==> config.mk <==
export PLATFORM = sky130hd
export DESIGN_NAME = gf180mcu_osu_sc_12t_rstseq
export DESIGN_NICKNAME = d
export VERILOG_FILES = /design/src/rtl/gf180mcu_osu_sc_12t_rstseq_pkg.sv /design/src/rtl/gf180mcu_osu_sc_12t_rstsync.sv /design/src/rtl/gf180mcu_osu_sc_12t_rstseq.sv
export SDC_FILE = /design/constraint.sdc
export NUM_CORES = 1
export LEC_CHECK = 0
export ABC_AREA = 1
export BUFFER_PORTS_ARGS = -buffer_cell sky130_fd_sc_hd__clkbuf_2
export CORE_MARGIN = 2
export CORE_UTILIZATION = 44
export DETAILED_ROUTE_END_ITERATION = 10
export PLACE_DENSITY_LB_ADDON = 0.2
export SLEW_MARGIN = 30
export SYNTH_ARGS = -nofsm -noshare
export SYNTH_HDL_FRONTEND = slang
export SYNTH_SLANG_ARGS = --single-unit
==> constraint.sdc <==
create_clock -name CLK -period 3.9 [get_ports CLK]
set_input_delay 0.78 -clock CLK [delete_from_list [all_inputs] [get_ports CLK]]
set_output_delay 0.78 -clock CLK [all_outputs]
set_load 0.02 [all_outputs]
==> src/rtl/gf180mcu_osu_sc_12t_rstseq_pkg.sv <==
// Shared types and default constants for the staged reset-release sequencer.
// The state encoding is fixed so it can be probed from the netlist.
package gf180mcu_osu_sc_12t_rstseq_pkg;

   typedef enum logic [2:0] {
      RESET   = 3'd0,
      STRETCH = 3'd1,
      RELEASE = 3'd2,
      RUN     = 3'd3,
      SWRST   = 3'd4
   } state_t;

   localparam int DEF_SYNC_STAGES    = 2;
   localparam int DEF_STRETCH_CYCLES = 16;
   localparam int DEF_STAGE_GAP      = 4;
   localparam int DEF_NUM_DOMAINS    = 3;

   function automatic int max_int(input int a, input int b);
      return (a > b) ? a : b;
   endfunction

endpackage

==> src/rtl/gf180mcu_osu_sc_12t_rstsync.sv <==
// Async-assert / sync-release reset synchronizer. The first flop's D comes
// from a tie-high cell, so sync_n goes high SYNC_STAGES edges after RN rises.
module gf180mcu_osu_sc_12t_rstsync
   import gf180mcu_osu_sc_12t_rstseq_pkg::*;
#(
   parameter int SYNC_STAGES = DEF_SYNC_STAGES
) (
   input  logic CLK,
   input  logic RN,
   input  logic TIE,
   output logic sync_n
);

   logic [SYNC_STAGES-1:0] sync;

   // NOTE: the clear sits in the sensitivity list so RN takes effect with no
   // clock running; only the release is retimed through the flop chain.
   always_ff @(posedge CLK or negedge RN) begin
      if (!RN) begin
         sync <= '0;
      end else begin
         sync <= {sync[SYNC_STAGES-2:0], TIE};
      end
   end

   assign sync_n = sync[SYNC_STAGES-1];

endmodule

==> src/rtl/gf180mcu_osu_sc_12t_rstseq.sv <==
// Reset release sequencer: synchronize, stretch, then release the domain
// resets one by one; a software request replays the stretch and release.
module gf180mcu_osu_sc_12t_rstseq
   import gf180mcu_osu_sc_12t_rstseq_pkg::*;
#(
   parameter int SYNC_STAGES    = DEF_SYNC_STAGES,
   parameter int STRETCH_CYCLES = DEF_STRETCH_CYCLES,
   parameter int STAGE_GAP      = DEF_STAGE_GAP,
   parameter int NUM_DOMAINS    = DEF_NUM_DOMAINS
) (
   input  logic                   CLK,
   input  logic                   RN,
   input  logic                   TIE,
   input  logic                   SRST_REQ,
   output logic                   SRST_ACK,
   output logic [NUM_DOMAINS-1:0] RSTN_OUT,
   output logic                   READY
);

   localparam int CW = $clog2(max_int(STRETCH_CYCLES, STAGE_GAP) + 1);
   localparam int IW = (NUM_DOMAINS > 1) ? $clog2(NUM_DOMAINS) : 1;

   localparam logic [CW-1:0] STRETCH_LAST = CW'(STRETCH_CYCLES - 1);
   localparam logic [CW-1:0] GAP_LAST     = CW'(STAGE_GAP - 1);
   localparam logic [IW-1:0] IDX_LAST     = IW'(NUM_DOMAINS - 1);
   localparam logic [NUM_DOMAINS-1:0] FIRST_DOMAIN = NUM_DOMAINS'(1);

   logic          sync_n;
   state_t        state;
   logic [CW-1:0] cnt;
   logic [IW-1:0] idx;

   gf180mcu_osu_sc_12t_rstsync #(
      .SYNC_STAGES(SYNC_STAGES)
   ) u_sync (
      .CLK    (CLK),
      .RN     (RN),
      .TIE    (TIE),
      .sync_n (sync_n)
   );

   // NOTE: every state and output register uses <= so all of them sample the
   // same pre-edge values regardless of statement order.
   always_ff @(posedge CLK or negedge RN) begin
      if (!RN) begin
         state    <= RESET;
         cnt      <= '0;
         idx      <= '0;
         RSTN_OUT <= '0;
         READY    <= 1'b0;
         SRST_ACK <= 1'b0;
      end else begin
         SRST_ACK <= 1'b0;
         case (state)
            RESET: begin
               if (sync_n) begin
                  state <= STRETCH;
                  cnt   <= '0;
               end
            end

            STRETCH: begin
               if (cnt == STRETCH_LAST) begin
                  state    <= RELEASE;
                  RSTN_OUT <= FIRST_DOMAIN;
                  idx      <= '0;
                  cnt      <= '0;
               end else begin
                  cnt <= cnt + 1'b1;
               end
            end

            RELEASE: begin
               // Domains come up in index order, so shifting in a one
               // releases exactly the next domain.
               if (idx == IDX_LAST) begin
                  state <= RUN;
                  READY <= 1'b1;
                  cnt   <= '0;
               end else if (cnt == GAP_LAST) begin
                  idx      <= idx + 1'b1;
                  RSTN_OUT <= (RSTN_OUT << 1) | FIRST_DOMAIN;
                  cnt      <= '0;
               end else begin
                  cnt <= cnt + 1'b1;
               end
            end

            RUN: begin
               if (SRST_REQ) begin
                  state    <= SWRST;
                  RSTN_OUT <= '0;
                  READY    <= 1'b0;
                  cnt      <= '0;
               end
            end

            SWRST: begin
               if (cnt == STRETCH_LAST) begin
                  state    <= RELEASE;
                  RSTN_OUT <= FIRST_DOMAIN;
                  idx      <= '0;
                  cnt      <= '0;
                  SRST_ACK <= 1'b1;
               end else begin
                  cnt <= cnt + 1'b1;
               end
            end

            default: begin
               state    <= RESET;
               cnt      <= '0;
               idx      <= '0;
               RSTN_OUT <= '0;
               READY    <= 1'b0;
            end
         endcase
      end
   end

endmodule

==> Word-level counts from Yosys, hierarchy flattened <==
Cells that the tools add are included.
W data, S select, Z words.
{ "word_totals": {"reg_bits": 17, "input_bits": 4, "word_cells": 59} }
{ "classes": {"n_addsub": 2, "n_eq_ne": 13, "n_mux": 25, "bitwise": 3, "n_reduce_logical": 9} }
{ "op_table": {"columns": ["cell", "count"], "rows": [
  ["$mux W5", 5],
  ["$mux W3", 8],
  ["$pmux W3 S4", 2],
  ["$pmux W5 S4", 1],
  ["$ne A2 B2 Y1 const B", 4],
  ["$reduce_and A4 Y1", 2],
  ["$eq A3 B2 Y1 const B", 2],
  ["$mux W2", 3],
  ["$pmux W2 S3", 1],
  ["$add A5 B1 Y5 const B", 1],
  ["$eq A5 B2 Y1 const B", 1],
  ["$eq A5 B4 Y1 const B", 1],
  ["$reduce_and A5 Y1", 1],
  ["$mux W1", 4],
  ["$ne A2 B1 Y1 const B", 2],
  ["$reduce_or A2 Y1", 2],
  ["$eq A3 B1 Y1 const B", 1],
  ["$eq A3 B3 Y1 const B", 1],
  ["$logic_not A3 Y1", 1],
  ["$not A1 Y1", 3],
  ["$pmux W1 S3", 1],
  ["$reduce_and A3 Y1", 1],
  ["$reduce_or A3 Y1", 1],
  ["$add A2 B1 Y2 const B", 1],
  ["2 further kinds", 2]
]} }

==> Logic depth before layout (Yosys ltp) <==
{ "logic_depth": {"word_depth": 4, "ltp_mapped": 9, "mapped_depth_nobuf": 9} }

==> Cells and area by module <==
Synthesis repeated with hierarchy kept, for this count alone.
{ "hier_totals": {"hier_cells": 119, "area_unflattened_um2": 993.5} }
{ "by_module_without_submodules": {"columns": ["module", "n_inst", "cells_per_inst", "area_each_um2"], "rows": [
  ["gf180mcu_osu_sc_12t_rstseq", 1, 117, 943.4],
  ["gf180mcu_osu_sc_12t_rstsync", 1, 2, 50.0]
]} }

==> Worst setup path before layout <==
OpenSTA, ideal clock, no wires.
{ "synth_path": {"path_type": "input-to-reg", "startpoint": "in SRST_REQ", "endpoint": "reg RSTN_OUT[0]", "setup_time_ns": 0.117, "t_arrival_ns": 1.225, "required_time_ns": 3.783, "setup_slack_ns": 2.558, "cell_stages": 7, "path_buffers": 0, "cell_sequence": "inv_1 > nand2_2 > nand2_1 > inv_2 > nand3_2 > nand2_1 > nand2_1"} }
{ "synth_between": {"elab_chain_len": 2} }
{ "synth_rtl": {"columns": ["element", "line_no", "rtl"], "rows": [
  ["start: declaration", "gf180mcu_osu_sc_12t_rstseq.sv:14", "input logic SRST_REQ,"],
  ["$ne A2 B2 Y1 (no source line)", null, null],
  ["$reduce_and A5 Y1 (no source line)", null, null],
  ["end signal: assignment", "gf180mcu_osu_sc_12t_rstseq.sv:82", "RSTN_OUT <= (RSTN_OUT << 1) | FIRST_DOMAIN;"],
  ["end: declaration", "gf180mcu_osu_sc_12t_rstseq.sv:16", "output logic [NUM_DOMAINS-1:0] RSTN_OUT,"]
]} }
Every way passes these cells.
A chain may end at the register's enable or synchronous reset.

==> Worst setup path after layout <==
{ "layout_path": {"startpoint": "reg RSTN_OUT[1]", "endpoint": "out RSTN_OUT[1]"} }
No word-level cell between the ends.

==> flow_summary_export.csv <==
group,metric,value,unit
floorplanning,die-area,0.00261,mm2
clock_tree,clockBufferDepth,2,
clock_tree,cts_hold_buffers,0,
floorplanning,die_y,51.1,um
worst_hold_path,hold_class,"flop to flop",
pwr,switching_share,0.507,
pwr,p_sw,0.000430,W
worst_setup_path,crit_slowest_cell,"dfrtp_1",
clock_tree,cts_tree,"built",
cells_and_area,fillers,213,
yosys,synth.most_common_cell,"nand2_1",
pwr,clkPwrFrac,0.111,
clock_tree,cts.sinks,17,
pwr,powerDensity,790,mW/mm2
routing,first_pass_iters,5,
yosys,yosysWarnings,0,
worst_setup_path,endpoint_kind,"output port",
global_route,grtUsageMet2,0.271,
global_route,grt_pass1_vias,803,
global_route,grt_overflow,0,
cells_and_area,multi_input_area,482,um2
timing,period_share,0.421,
global_route,met1_usage,0.237,
job,max_cap_violations,0,
routing,antenna_left,0,
pwr,ir_worst_vdd,0.326,mV
worst_setup_path,max_stage_delay,410,ps
yosys,synth-edff-count,0,
routing,route.detailed.drc,0,
yosys,async_reset_ff_frac,1.00,
worst_setup_path,crit_buf_inv,1,
clock_tree,post_cts_resized,0,
cells_and_area,fin_cells,164,
yosys,netlist_instances,125,
clock_tree,clkTransAtPathRegs,100,ps
floorplanning,coreArea,0.00215,mm2
worst_setup_path,critPathRequiredTime,3120,ps
global_route,grt.busiest_layer,"met2",
placement,place_congestion,0.779,
pwr,combPwrFrac,0.542,
placement,dp_hpwl,1420,um
yosys,synth_flop_cell,"dfrtp_1",
routing,wl,1890,um
timing,tightest_slew,432,ps
timing,rsz0062_at_grt,"false",
yosys,synth-seq-cells,17,
yosys,synth_area,976,um2
yosys,yosysSeqAreaShare,0.436,
global_route,grt_antenna_before_repair,0,
yosys,synth_commonest_cells,"39 x nand2_1, 17 x dfrtp_1, 16 x inv_1, 12 x nand3_1, 10 x nor2_1",
timing,hold_viol,0,
global_route,grt_usage,0.174,
yosys,synth_top_cell_area_share,0.436,
pwr,static-leakage-power,0.588,nW
pwr,p_seq_frac,0.346,
pwr,internal_power,0.000418,W
cells_and_area,layout-drive-gt1-share,0.184,
global_route,grt_pass1_wl,3420,um
timing,slew-limit-headroom,0.712,
worst_setup_path,worst_ep_arrival_time,860,ps
timing,setup_tns,0,ps
yosys,synth_nets,132,
cells_and_area,seqCellArea,425,um2
placement,port_buffers,8,
clock_tree,cts_inserted_buffers,3,
timing,fmax,609,MHz
global_route,grt_max_degree,18,
timing,finalCriticalPeriod,1640,ps
worst_setup_path,critical_path_class,"flop to output port",
cells_and_area,finalNetCount,144,
run_status,status,"completed",
routing,wl_per_cell,11.5,um
timing,maxSlewViolCount,0,
floorplanning,ios,9,
worst_setup_path,critPathTopFamily,"flip-flops",
pwr,total_power,0.000848,W
yosys,avgSynthCellArea,7.81,um2
yosys,synth.distinct_cells,20,
worst_setup_path,crit_chain,"clkbuf_2",
yosys,synth_top_area_cell,"dfrtp_1",
cells_and_area,area_growth_syn_to_layout,10.0,%
clock_tree,cts_max_level,1,
clock_tree,cts_root_buffer,"clkbuf_4",
placement,dpl-instance-area,0.00105,mm2
yosys,yosys-top-cells-area,"dfrtp_1 44%, nand2_1 15%, nand3_1 6.2%, inv_1 6.2%, nand4_1 5.8%",
routing,vias_per_cell,5.12,
worst_setup_path,startpoint_type,"flop",
timing,setup_violations,0,
floorplanning,num_rows,17,
clock_tree,clk_latency,290,ps
clock_tree,postCtsSetupRepairBufs,0,
global_route,grt_use_met3,0.0351,
worst_setup_path,rrSetupSlack,2440,ps
floorplanning,start_util,0.454,
routing,first_iter_violations,18,
timing,finClkSkew,5.42,ps
cells_and_area,final_area,0.00107,mm2
routing,vias,839,
worst_setup_path,crit_path_max_fanout,3,
cells_and_area,antenna_cells,0,
floorplanning,die_width,51.1,um
placement,dp_cells,160,
## through the flow
step	utilization	hold WS (ps)	setup slack [ps]
3_3_place_gp	0.487	337	2400
3_5_place_dp	0.487	340	2380
2_1_floorplan	-	331	2560
6_report	0.500	361	2260
4_1_cts	0.500	365	2250
5_1_grt	0.500	378	2210
## cells in the final DEF, fill, tap and decap left out
master	count
nand2_1	39
dfrtp_1	17
inv_1	16
nand3_1	12
nor2_1	10
nand4_1	9
clkbuf_2	8
nand3_2	4
ha_1	3
clkbuf_4	3
nor2_2	2
nand2_2	2
xor2_1	2
nor4_1	1
nor2_4	1
nand2_4	1
a21oi_2	1
o21ai_2	1
o21a_1	1
inv_2	1
o211ai_1	1
clkinv_2	1
## registers in the layout (all words and copies together), names as in the netlist
register	flops
SRST_ACK	1
cnt	5
u_sync.sync	2
READY	1
idx	2
state	3
RSTN_OUT	3
## routing by layer
metal,part of all wire,up-vias
met3,0.029,4
met1,0.50,396
met5,0,-
met4,0.0074,0
met2,0.46,12
li1,-,427
## final cells by class
type                    instances  area share
clock buffers                   3      0.0210
clock inverters                 1     0.00466
inverters                      17      0.0594
multi-input cells              90       0.449
flip-flops and latches         17       0.396
well taps                      28      0.0326
repair buffers                  8      0.0373
## cells by family (layout without fill, tap and decap cells)
group                    after synthesis  after routing  share of synthesized area
AND/OR/NAND/NOR                       81             81                      0.404
buffers and inverters                 18             29                     0.0705
flip-flops                            17             17                      0.436
AO/OA/AOI/OAI                          4              4                     0.0333
adder cells (fa/ha/maj)                3              3                     0.0385
XOR/XNOR                               2              2                     0.0180
## power by group through the flow
stage	combinational [W]	clock, W	sequential [W]
after floorplan	0.000372	0	0.000283
after global placement	0.000449	0	0.000294
after detailed placement	0.000461	0	0.000297
after CTS	0.000463	0.0000992	0.000293
after global routing	0.000529	0.000108	0.000303
final	0.000460	0.0000944	0.000294
## path summary, 6_finish.rpt
kind / startpoint / to / cells after the start
worst min register to register: u_sync.sync[0]$_DFF_PN0_ / u_sync.sync[1]$_DFF_PN0_ / 0
worst max register to register: cnt[0]$_DFFE_PN0P_ / idx[0]$_DFFE_PN0P_ / 8
worst max-delay path: RSTN_OUT[1]$_DFFE_PN0P_ / RSTN_OUT[1] / 1
min in group asynchronous: RN / state[0]$_DFFE_PN0P_ / 1
max in group asynchronous: RN / idx[0]$_DFFE_PN0P_ / 1
worst min-delay path: u_sync.sync[0]$_DFF_PN0_ / u_sync.sync[1]$_DFF_PN0_ / 0
Note: power is estimated with default switching activity, not from simulation.
